[src/rtl/gpi_ctrl.sv]
// General-purpose input peripheral: synchronised, debounced pins with a data register,
// per-bit rise/fall event enables, a W1C status register and a level interrupt.
module gpi_ctrl #(
  parameter int unsigned WIDTH       = 8,
  parameter int unsigned SYNC_STAGES = 2,
  parameter int unsigned DB_CYCLES   = 4
) (
  input  logic             clk,
  input  logic             rst,
  input  logic             cs,
  input  logic             wr,
  input  logic [1:0]       addr,
  input  logic [31:0]      wdata,
  output logic [31:0]      rdata,
  input  logic [WIDTH-1:0] gpi,
  output logic             irq
);

  localparam int unsigned        CNT_W    = $clog2(DB_CYCLES + 1);
  localparam logic [CNT_W-1:0]   CNT_LAST = CNT_W'(DB_CYCLES - 1);

  localparam logic [1:0] ADDR_DATA    = 2'd0;
  localparam logic [1:0] ADDR_RISE_EN = 2'd1;
  localparam logic [1:0] ADDR_FALL_EN = 2'd2;
  localparam logic [1:0] ADDR_STATUS  = 2'd3;

  logic [WIDTH-1:0] r_sync [SYNC_STAGES];
  logic [CNT_W-1:0] r_cnt  [WIDTH];
  logic [CNT_W-1:0] w_cnt_next [WIDTH];
  logic [WIDTH-1:0] r_filt;
  logic [WIDTH-1:0] r_rise_en;
  logic [WIDTH-1:0] r_fall_en;
  logic [WIDTH-1:0] r_status;

  logic [WIDTH-1:0] w_s;
  logic [WIDTH-1:0] w_filt_next;
  logic [WIDTH-1:0] w_events;
  logic [WIDTH-1:0] w_clr_mask;
  logic             w_wr;

  // Metastability chain per pin
  always_ff @(posedge clk) begin
    if (!rst) begin
      for (int i = 0; i < int'(SYNC_STAGES); i++) r_sync[i] <= '0;
    end else begin
      r_sync[0] <= gpi;
      for (int i = 1; i < int'(SYNC_STAGES); i++) r_sync[i] <= r_sync[i-1];
    end
  end

  assign w_s = r_sync[SYNC_STAGES-1];

  // A new level is accepted only after DB_CYCLES consecutive differing samples
  always_comb begin
    w_filt_next = r_filt;
    w_cnt_next  = r_cnt;
    for (int i = 0; i < int'(WIDTH); i++) begin
      if (w_s[i] == r_filt[i]) begin
        w_cnt_next[i] = '0;
      end else if (r_cnt[i] == CNT_LAST) begin
        w_filt_next[i] = w_s[i];
        w_cnt_next[i]  = '0;
      end else begin
        w_cnt_next[i] = r_cnt[i] + CNT_W'(1);
      end
    end
  end

  assign w_events = (~r_filt & w_filt_next & r_rise_en) |
                    (r_filt & ~w_filt_next & r_fall_en);

  assign w_wr       = cs & wr;
  assign w_clr_mask = (w_wr && addr == ADDR_STATUS) ? wdata[WIDTH-1:0] : '0;

  always_ff @(posedge clk) begin
    if (!rst) begin
      r_filt <= '0;
      for (int i = 0; i < int'(WIDTH); i++) r_cnt[i] <= '0;
    end else begin
      r_filt <= w_filt_next;
      for (int i = 0; i < int'(WIDTH); i++) r_cnt[i] <= w_cnt_next[i];
    end
  end

  // Event enables sample the pre-write value, so a same-edge write gates only later events
  always_ff @(posedge clk) begin
    if (!rst) begin
      r_rise_en <= '0;
      r_fall_en <= '0;
      r_status  <= '0;
    end else begin
      if (w_wr && addr == ADDR_RISE_EN) r_rise_en <= wdata[WIDTH-1:0];
      if (w_wr && addr == ADDR_FALL_EN) r_fall_en <= wdata[WIDTH-1:0];
      r_status <= (r_status & ~w_clr_mask) | w_events;
    end
  end

  always_comb begin
    rdata = '0;
    case (addr)
      ADDR_DATA:    rdata = 32'(r_filt);
      ADDR_RISE_EN: rdata = 32'(r_rise_en);
      ADDR_FALL_EN: rdata = 32'(r_fall_en);
      ADDR_STATUS:  rdata = 32'(r_status);
      default:      rdata = '0;
    endcase
  end

  assign irq = |r_status;

endmodule
[config.mk]
export PLATFORM = sky130hd
export DESIGN_NAME = gpi_ctrl
export DESIGN_NICKNAME = d
export VERILOG_FILES = /design/src/rtl/gpi_ctrl.sv
export SDC_FILE = /design/constraint.sdc
export NUM_CORES = 1
export LEC_CHECK = 0
export ABC_CLOCK_PERIOD_IN_PS = 2200
export CORE_MARGIN = 10
export CORE_UTILIZATION = 45
export CTS_CLUSTER_SIZE = 24
export DETAILED_ROUTE_END_ITERATION = 7
export PLACE_DENSITY = 0.74
export SLEW_MARGIN = 30
export SYNTH_ARGS = -nofsm -noshare
export SYNTH_HDL_FRONTEND = slang
export SYNTH_SLANG_ARGS = --single-unit
[constraint.sdc]
create_clock -name clk -period 2.2 [get_ports clk]
set_input_delay 0.44 -clock clk [delete_from_list [all_inputs] [get_ports clk]]
set_output_delay 0.44 -clock clk [all_outputs]
set_load 0.01 [all_outputs]
After elaboration in Yosys (flattened, before gate mapping):

Memory sizes are Yosys's and may differ from the RTL's.
Index checks and enable logic that the tools add are counted.
Widths: inputs -> output; s select.

* memories: 1
* output and inout bits: 33
* RAM bits: 16
* bits of input ports: 46
* flip-flop bits (word level): 56
* word-level logic and storage cells: 89

* bitwise gates (word level): 14
* mux-type cells: 22
* equal/unequal tests: 19
* add/subtract/negate cells: 8
* reduce and logical (&&, ||, !) cells: 13

Memory list
* r_sync: words 2, bits a word 8, rd ports 2, clocked after Yosys merged registers in 0, wr ports 2, line 27 `logic [WIDTH-1:0] r_sync [SYNC_STAGES];`

Operator list (count)
* $pmux 32 s4: 1
* $and 8x8->8: 5
* $add 3x1->3 const B: 8
* $eq 3x2->1 const B: 8
* $mux 8: 3
* $not 8->8: 3
* $reduce_or 3->1: 8
* $mux 1: 18
* $or 8x8->8: 2
* $eq 1x1->1: 8
* $reduce_or 8->1: 1
* $eq 2x2->1 const B: 2
* $logic_and 1x1->1: 3
* $eq 2x1->1 const B: 1
* $logic_not 2->1: 1
* $or 1x1->1: 2
* $and 1x1->1: 1
* $not 1->1: 1

Depth between registers and ports, before layout:

* depth in word-level cells: 8
* depth in mapped cells: 5
* gate-level depth less buffers: 5

Least setup slack after synthesis:

Ideal clock, no wire load.

* kind: in2out
* from: in addr[0]
* to: out rdata[0]
* cell stages on the path: 2
* setup slack: 0.589 ns
* arrival: 1.171 ns
* required time: 1.760 ns
* cell sequence: buf_6 -> mux4_1

* word-level cells in the longest chain between the ends: 2

Ends and longest elaborated chain
* from (decl): line 12 `input logic [1:0] addr,`
* $eq 2x2->1 (tied with other cells): line 100 `case (addr)`
* $pmux 32 s4 (*): line 100
* to (decl): line 14 `output logic [31:0] rdata,`

Every way passes the cells marked *; elsewhere a longest branch is shown, timed or not. The select of a mux whose other input is x is not followed.

Worst setup path after layout:

* from: in addr[1]
* to: out rdata[6]

Same word-level chain as after synthesis.

==> metrics.txt <==
status=finished clean; RSZ-0062 raised after global routing=false; Core Footprint=just under 0.007 mm2; Mean Syn Cell Area=9.894 um2; FP Rows=30; flop2flop setup slack=1080 ps; Internal=about 1.9 mW; Pre-antenna DRT Iters=4; Final setup viols=0; via/cell ratio=between 4 and 5; cell taking the most area after synthesis=dfxtp_1; Comb pwr share=0.068; pwr dens=658.2 mW/mm2; wire length per cell=12.77 um; port bufs=30; Fin Hold WS=420.4 ps; Total Power=2.470 mW; Clk pwr share=0.389; final core utilization=0.5463; HPWL after DPL=approximately 4200 um; Initial Util=0.4681; largest fanout on the critical path=13; post-synthesis cell area=0.003216 mm2; # DRC=0; antenna violations before repair=0; hold crit path type=register to register; post-synthesis register bit count=72; post-synthesis cell type count=25; GRT Util Overall=0.1087; H-tree depth=3; area of the multi-input gates=0.001549 mm2; NetSw=0.5599 mW; Root Buffer Master=clkbuf_8; clk sinks=72; Ant. Diodes=0; TritonCTS clock tree=done; Clock Pin Slew Worst Setup and Hold Paths=roughly 70 ps; met3 routed WL=290 um; Tcrit/Tclk final=0.9847; switching share of power=0.2267; Top-Level Pins=79; critical setup path kind=primary input to primary output; worst path arrival time=around 1700 ps; Final Critical Period=about 2200 ps; die span in y=104.5 um; main area contributors after synthesis=dfxtp_1, buf_4, ha_1, nand2_1, nand3b_1; total wire length=5876 um; CP startpoint kind=primary input; share of layout cells above drive strength 1=0.07418; grt ovf=0; largest net degree at the start of global routing=65; FF/Latch Area=0.001441 mm2; DIE WIDTH=approximately 100 um; final hold vios=0; power share of the sequential group=0.543; Worst-Skew Late Latency=340 ps; # fillers=644; Max Clk Rate=461.6 MHz; Final Slew Violations=0; Vias=2174; Post-layout nets=421; total CTS buffers=9; commonest non-fill, non-tap cell in the layout=dfxtp_1; first-pass GRT wire length=9735 um; Worst Clk Skew=6.993 ps; P_leak=1.515 nW; clock tree buffer depth=2; sequential area share after synthesis=0.4482; area fraction of the dominant cell type after synthesis=0.4482; antenna-violating nets left=0; routability cong.=0.7571; First DRT Iteration DRCs=between 80 and 90; nature of the critical path endpoint=primary output; commonest non-fill, non-tap cells in the layout=dfxtp_1, nand2_1, nand3b_1, nor2_1, conb_1; Area Growth Syn to Fin=16.69%; WL met1=2827 um; Die ar.=0.01093 mm2; number of global-route vias before repair=2118; WL met2=2691 um; max layer used=met4; Ys Warns=0; Peak VDD IR=0.0004430 V; maxcap violations=0; Mapped Cells=325; Worst EP required=1760 ps
-- cells by family after synthesis --
kind of cell    count (synthesis)  synth area share
simple gates                  128            0.2101
flops                          72            0.4482
fa+ha+maj                      16           0.06226
compound gates                 32           0.07160
other cells                     1          0.001166
mux                            16           0.08794
buf+inv                        52           0.09688
xor+xnor                        8           0.02179
-- state kept, by name, indices dropped and copies added (netlist names) --
| register | cells |
|---|---|
| r_cnt | 24 |
| r_fall_en | 8 |
| r_filt | 8 |
| r_rise_en | 8 |
| r_status | 8 |
| r_sync | 16 |
-- power by group through the flow --
stage	Sequential, mW	Clock [mW]	Combinational [mW]
2_1_floorplan	1.37	0	0.122
3_3_place_gp	1.37	0	0.158
3_5_place_dp	1.37	0	0.160
4_1_cts	1.34	0.981	0.167
5_1_grt	1.34	1.04	0.184
6_report	1.34	0.961	0.167
-- worst max-delay path: stages --
cell	delay, ps
clkdlybuf4s50_1	520
buf_12	160
mux4_2	300
dlygate4sd2_1	300
-- path summary, 6_finish.rpt --
path | startpoint | endpoint | depth (start not counted)
worst max-delay path | addr[1] | rdata[6] | 4
worst min-delay path | r_cnt[12] | r_cnt[12] | 1
worst max register to register | r_cnt[6] | r_status[5] | 5
worst min register to register | r_cnt[12] | r_cnt[12] | 1
-- per-layer routing --
layer	GRT usage	vias to the layer above
met4	0.05070	0
met3	0.03870	5
met1	0.1324	1019
li1	-	1108
met5	0	-
met2	0.1679	42
-- stage by stage --
stage / worst slack (ps) / std cells / TNS, ps / cell area (um2)
6_report: 33.67 / 460 / 0 / 3752
5_1_grt: 11.00 / 460 / 0 / 3752
4_1_cts: 18.98 / 460 / 0 / 3751
3_5_place_dp: -437.4 / 443 / -3272 / 3541
3_3_place_gp: -439.1 / 443 / -3245 / 3541
2_1_floorplan: 589.0 / 348 / 0 / 3302
-- final cells by class --
class                           instances  share of cell area
Clock inverter                          3            0.004001
Timing Repair Buffer                   36              0.1060
Tap cell                               96             0.03201
Inverter                               16             0.01601
Clock buffer                           13             0.04501
Multi-Input combinational cell        224              0.4128
Sequential cell                        72              0.3841
-- cells in the mapped netlist, drive strengths merged --
cell and count:
nand2 49, mux2i 8, nor2b 8, xor2 8, dfxtp 72, mux4 8
and4 1, nand3b 24, nor4 2, a21boi 16, a31o 8, and4b 2
ha 16, clkbuf 4, conb 1, a21oi 8, inv 16, and2 16
buf 32, nand4b 2, nor2 24
-- repair_timing --
action | in CTS | in global routing
hold buffers | 0 | 0
setup endpoints to repair | 8 | 1
setup buffers | 0 | 0
resized for setup | 13 | 1
pin swaps | 0 | 0
cloned | 1 | 0
Note: power is estimated with default switching activity, not from simulation.
